<file path="src/rtl/cfg_bus_master.sv">
// Register-bus initiator. It takes one command at a time, strobes one responder,
// and waits a fixed latency to capture read data. It then returns a response.
module cfg_bus_master #(
    parameter int NUM_TGT = 4,
    parameter int ADDR_W  = 4,
    parameter int DATA_W  = 8,
    parameter int RD_LAT  = 1,
    parameter int TGT_W   = (NUM_TGT > 1) ? $clog2(NUM_TGT) : 1
) (
    input  logic                      clock,
    input  logic                      reset,
    input  logic                      cmd_valid,
    output logic                      cmd_ready,
    input  logic                      cmd_write,
    input  logic [TGT_W-1:0]          cmd_tgt,
    input  logic [ADDR_W-1:0]         cmd_addr,
    input  logic [DATA_W-1:0]         cmd_wdata,
    output logic                      rsp_valid,
    input  logic                      rsp_ready,
    output logic [DATA_W-1:0]         rsp_rdata,
    output logic                      rsp_err,
    output logic [NUM_TGT-1:0]        io_wr_en,
    output logic [NUM_TGT-1:0]        io_rd_en,
    output logic [ADDR_W-1:0]         io_address,
    output logic [DATA_W-1:0]         io_write_data,
    input  logic [NUM_TGT*DATA_W-1:0] io_read_data
);

    localparam int CNT_W = $clog2(RD_LAT + 1);

    typedef enum logic [1:0] {IDLE, ISSUE, WAIT, RESP} state_t;

    state_t             state;
    state_t             state_n;
    logic               alive;
    logic               wr_q;
    logic [TGT_W-1:0]   tgt_q;
    logic [CNT_W-1:0]   cnt;
    logic               tgt_ok;
    logic               cmd_hs;
    logic [DATA_W-1:0]  rd_slice;

    function automatic logic [NUM_TGT-1:0] onehot(input logic [TGT_W-1:0] t);
        logic [NUM_TGT-1:0] v;
        v = '0;
        for (int k = 0; k < NUM_TGT; k++) begin
            if (int'(t) == k) v[k] = 1'b1;
        end
        return v;
    endfunction

    assign tgt_ok    = int'(tgt_q) < NUM_TGT;
    // alive keeps cmd_ready low until the first edge after reset release
    assign cmd_ready = (state == IDLE) && alive;
    assign cmd_hs    = cmd_valid && cmd_ready;
    assign rsp_valid = (state == RESP);

    always_comb begin
        rd_slice = '0;
        for (int k = 0; k < NUM_TGT; k++) begin
            if (int'(tgt_q) == k) rd_slice = io_read_data[k*DATA_W +: DATA_W];
        end
    end

    always_comb begin
        state_n = state;
        case (state)
            IDLE:    if (cmd_hs) state_n = ISSUE;
            ISSUE:   state_n = (wr_q || !tgt_ok) ? RESP : WAIT;
            WAIT:    if (cnt == CNT_W'(1)) state_n = RESP;
            RESP:    if (rsp_ready) state_n = IDLE;
            default: state_n = IDLE;
        endcase
    end

    always_ff @(posedge clock or negedge reset) begin
        if (!reset) begin
            state         <= IDLE;
            alive         <= 1'b0;
            wr_q          <= 1'b0;
            tgt_q         <= '0;
            cnt           <= '0;
            io_wr_en      <= '0;
            io_rd_en      <= '0;
            io_address    <= '0;
            io_write_data <= '0;
            rsp_rdata     <= '0;
            rsp_err       <= 1'b0;
        end else begin
            state    <= state_n;
            alive    <= 1'b1;
            io_wr_en <= '0;
            io_rd_en <= '0;
            if (cmd_hs) begin
                wr_q          <= cmd_write;
                tgt_q         <= cmd_tgt;
                io_address    <= cmd_addr;
                io_write_data <= cmd_wdata;
                // strobe goes out in the ISSUE cycle; out-of-range decodes to none
                if (cmd_write) io_wr_en <= onehot(cmd_tgt);
                else           io_rd_en <= onehot(cmd_tgt);
            end
            if (state == ISSUE) begin
                cnt <= CNT_W'(RD_LAT);
                if (wr_q || !tgt_ok) begin
                    rsp_rdata <= '0;
                    rsp_err   <= !tgt_ok;
                end
            end
            if (state == WAIT) begin
                cnt <= cnt - CNT_W'(1);
                if (cnt == CNT_W'(1)) begin
                    rsp_rdata <= rd_slice;
                    rsp_err   <= 1'b0;
                end
            end
        end
    end

endmodule

</file>
<file path="config.mk">
export PLATFORM = sky130hd
export DESIGN_NAME = cfg_bus_master
export DESIGN_NICKNAME = d
export VERILOG_FILES = /design/src/rtl/cfg_bus_master.sv
export SDC_FILE = /design/constraint.sdc
export NUM_CORES = 1
export LEC_CHECK = 0
export BUFFER_PORTS_ARGS = -buffer_cell sky130_fd_sc_hd__buf_2
export CORE_UTILIZATION = 44
export CTS_CLUSTER_SIZE = 20
export DETAILED_ROUTE_END_ITERATION = 8
export PLACE_DENSITY = 0.88
export SLEW_MARGIN = 30
export SYNTH_ARGS = -nofsm -noshare
export SYNTH_HDL_FRONTEND = slang
export SYNTH_SLANG_ARGS = --single-unit
</file>
<file path="constraint.sdc">
create_clock -name clock -period 2.25 [get_ports clock]
set_clock_uncertainty 0.2 [all_clocks]
set_input_delay 0.1125 -clock clock [delete_from_list [all_inputs] [get_ports clock]]
set_output_delay 0.1125 -clock clock [all_outputs]
set_load 0.05 [all_outputs]
</file>
After elaboration in Yosys (flattened, before gate mapping)
Index checks and enable logic that the tools add are counted.

$add $sub $neg: 1. Equal/unequal tests: 12. Muxes and demuxes: 27. Reduce and logical (&&, ||, !) cells: 7.

Operators by type and width (number): 8-bit two-way mux (8); 4-bit two-way mux (4); 2-bit == test, second input constant (6); 1-bit two-way mux (11); 2-bit one-hot mux with 4 select lines (1); 2-bit by 1-bit == test with 1-bit output, second input constant (3); 2-bit zero test (3); 2-bit two-way mux (3); 2-bit != test, second input constant (2); 3-bit AND reduction (1); 1-bit logical AND (2); 2-bit by 1-bit != test with 1-bit output, second input constant (1); 2-bit nonzero test (1); 1-bit subtractor, second input constant (1).

Flip-flop bits (word level): 36. Input bits: 51. Output and inout bits: 31. Logic and storage cells: 58.

Longest topological paths before layout
Word-level depth: 7. Gate-level depth with buffers: 6. Mapped depth without buffers: 5.

Worst setup path before layout
No wires, ideal clock.

Kind: flip-flop to flip-flop. Start point: register state[0]. End point: register state[1]. Library setup time: 125 ps. Data arrival time: 1585 ps. Data required time: 1925 ps. Setup slack: 340 ps. Stages on the path, launching flop included: 5. Path buffers: 0. Period minus slack after synthesis: 1910 ps. Cells stage by stage: dfrtp_1 -> ha_1 -> nor2b_1 -> a211oi_1 -> mux2_2.

Elaborated cells on any way between the ends: 11. Classes of those cells: eq/ne: 6; mux: 1; reduce/logical: 4.

RTL lines: start, declared (RTL line 33) `state_t state;`; start signal, assigned (RTL line 90) `state <= state_n;`; 2-bit == test *; named net rsp_valid (RTL line 18) `output logic rsp_valid,`; 2-bit by 1-bit != test with 1-bit output (no source line); 3-bit AND reduction (no source line).

Mark *: on every way through the listed nets, which the timed path passes. The rest lies on a longest branch. A chain may end at the register's enable or synchronous reset.

Final worst setup path
Start point: register state[0]. End point: register io_rd_en[2].

Cells in the longest elaborated chain, start to end: 4.

Ends and longest elaborated chain: 2-bit zero test (RTL line 54) `assign cmd_ready = (state == IDLE) && alive;`; 1-bit logical AND (RTL line 54); 1-bit logical AND (RTL line 55) `assign cmd_hs = cmd_valid && cmd_ready;`; 4-bit two-way mux (RTL line 94) `if (cmd_hs) begin`; end signal, assigned (RTL line 101) `else io_rd_en <= onehot(cmd_tgt);`; end, declared (RTL line 23) `output logic [NUM_TGT-1:0] io_rd_en,`.

No other way between the ends.

==> impl_results.md <==
- #FFs+latches synth: 36
- CTS buffer count: 5
- Crit end category: flip-flop
- Clock slew at reported path FFs: between 0.1 and 0.15 ns
- Synth Area in Adders: 3.95%
- Syn avg cell area: 14.7 um^2
- Hold Path End: rsp_rdata[1]
- Worst slew margin: 47.1%
- Final TNS setup: 0 ns
- Post-synthesis sequential area ratio: 56.9%
- Syn. warnings: 0
- Worst Max-Slew Pin Slew: about 0.79 ns
- Distinct cell type count after synthesis: 24
- IO Port Bufs: 81
- Syn nets: between 150 and 200
- Initial antenna violation count: 0
- Via count: 1339
- Routed length per instance: roughly 15 um
- Root Driver: clkbuf_4
- PwrDens: 1330 mW/mm^2
- Reg2Reg Capture Point: io_rd_en[2]
- Leakage power: between 1 and 1.5 nW
- Number of global-route vias before repair: ~1.3k
- Fraction of layout cells with a size suffix above 1: 51.1%
- Core ar.: around 0.0034 mm^2
- Routed wire length: 4.03 mm
- GRT Resource Usage Total: 21.3%
- Post-CTS setup buffer count: 0
- Setup violators final: 0
- Mux cell area share after synthesis: 22.0%
- Worst-case clock buffer depth: 2
- Combinational family with the most area after synthesis: multiplexers
- Worst Hold Class: in2reg
- TritonCTS clock tree: yes
- Fillers: 225
- First-pass DRT Iterations: 4
- Worst vdd rail ir drop: 0.00102 V
- Pin count of the biggest net entering global routing: 37
- Startpoint Class: flip-flop
- DR DRC count: 0
- Mapped Cells: 108
- XOR/XNOR Fraction of Synth Area: 0%
- Crit path kind: reg2reg
- Post-Syn Area: 0.00158 mm^2
- Final Critical Period: 2.11 ns
- Die width: 62 um
- IO Count: 82
- RSZ-0062 raised after global routing: false
- Max Slew Vio Count: 0
- Non-filler cells, final: 271
- Initial drt markers: 28
- Dpl cells: 231
- Diode count: 0
- GR Overflow Total: 0
- Hold Path Depth: 3
- Synth Area in Simple Gates: 7.50%
- Die Span Y: 62 um
- Max-cap violations: 0
- Gpl congestion: about 0.74
- Critical Path Source: state[0]
- Tcrit/Tclk final: 93.9%
- Final antenna-violating net count: 0
- CP Max Fanout: 5
- First-pass GRT wire length: approximately 5.7 mm
- Worst skew pair latency: 0.35 ns
- Clk sinks: 36
- HP Start: io_read_data[17]
- Row cnt: 21
- Vias per std cell: between 4 and 5
- Hpwl dp: 2.60 mm
- Area Growth Syn to Fin: 53.2%
- Compound-gate portion of the synthesized area: ~7.3%
- Cells on worst reg2reg path: 6
- Critical R2R Launch: state[0]
- Area of the die: 0.00384 mm^2
- Initial Util: 46.7%
- H-Tree Depth: 2
- F_max: ~470 MHz
- Fin. Hold Viols: 0
- CP required: 2.34 ns
- Critical path arrival: 2.20 ns
- Flop2flop setup slack: 0.14 ns
- Fin nets: between 200 and 300
- Outcome: finished, final reports clean
critical path: stages (launching register included):
cell and delay [ns]:
dfrtp_1 0.43, inv_1 0.14, ha_1 0.24, and2_1 0.20, nand3_2 0.14, nor3_1 0.14, dlygate4sd3_1 0.56
cell usage after synthesis, drive strengths merged:
library cell  count  area [um^2]
a211oi            2         15.0
mux4              8          180
and2              3         18.8
nor3              4         20.0
dfrtp            36          901
clkbuf            1         3.75
a21oi             2         13.8
mux2             15          169
nand2b            2         12.5
a2bb2oi           1         8.76
buf               3         21.3
nor4              1         6.26
conb              1         3.75
ha                5         62.6
a2111oi           1         8.76
nand3             2         15.0
inv               2         7.51
nor2b             2         12.5
nand2             4         15.0
nor2              5         18.8
a22o              8         70.1
repair_timing:
action / CTS / global route
resized for setup: 0 / 1
endpoints found under the hold margin: 64 / 1
endpoints found under the setup margin: 0 / 1
hold buffers: 31 / 1
report_power, final:
part / leakage, nW / switching (mW) / total (mW) / internal (mW)
clock: 0.0412 / 0.227 / 0.459 / 0.232
sequential: 0.453 / 0.201 / 1.08 / 0.876
combinational: 0.728 / 1.07 / 1.69 / 0.618
layout make-up:
class	count	area, um^2	area share, %
timing repair buffer	113	726	29.9
sequential	36	901	37.1
clock inverter	3	42.5	1.75
multi-input combinational	66	656	27.0
clock buffer	5	37.5	1.55
inverter	2	7.51	0.309
tap	46	57.6	2.37
registers in the layout (all words and copies together) (netlist names):
signal         cells
rsp_rdata          8
tgt_q              2
io_write_data      8
rsp_err            1
alive              1
io_rd_en           4
io_wr_en           4
io_address         4
wr_q               1
cnt                1
state              2
per-layer routing:
metal / track usage (%) / vias to the layer above / wire length, um
li1: - / 631 / -
met1: 22.4 / 625 / 1620
met2: 38.8 / 77 / 1970
met3: 8.70 / 6 / 402
met4: 6.67 / 0 / 37
met5: 0 / - / 0
cell families (layout without fill, tap and decap cells):
kind of cell	count (synthesis)	after routing
adders and majority gates	5	5
muxes	23	23
buffers and inverters	6	123
and+or+nand+nor	23	23
DFF	36	36
other	1	1
AOI/OAI and AO/OA	14	14
through the flow:
| stage | area [um^2] | setup WS, ns | power [mW] | utilization, % | hold slack [ns] |
|---|---|---|---|---|---|
| after floorplan | 1580 | 0.340 | 2.36 | - | -0.383 |
| final | 2430 | 0.136 | 3.22 | 71.6 | 0.0189 |
| after CTS | 2410 | 0.0643 | 3.22 | 71.2 | 0.000742 |
| after global routing | 2430 | 0.00694 | 3.39 | 71.6 | 0.000417 |
| after detailed placement | 2020 | 0.330 | 2.72 | 59.7 | 0.0314 |
| after global placement | 2020 | 0.388 | 2.67 | 59.7 | 0.0348 |
cell usage in the layout (no fill, tap or decap), drive strengths merged, types with 2 or more instances in the layout:
cell type,instances
inv,2
ha,5
dlygate4sd3,32
and2,3
nand3,2
clkbuf,5
a21oi,2
mux4,8
nand2,4
nor2,5
buf,81
a211oi,2
mux2,15
dfrtp,36
nand2b,2
a22o,8
nor2b,2
nor3,4
worst max-delay path by stage:
stage	endpoint	slack, ns	cells past startpoint
global placement	io_write_data[2]	0.39	4
finish	io_rd_en[2]	0.14	6
detailed placement	io_write_data[5]	0.33	4
global route	io_rd_en[2]	0.007	6
floorplan	state[1]	0.34	4
CTS	io_rd_en[2]	0.06	6
No activity file was read; power rests on OpenSTA's default activity.
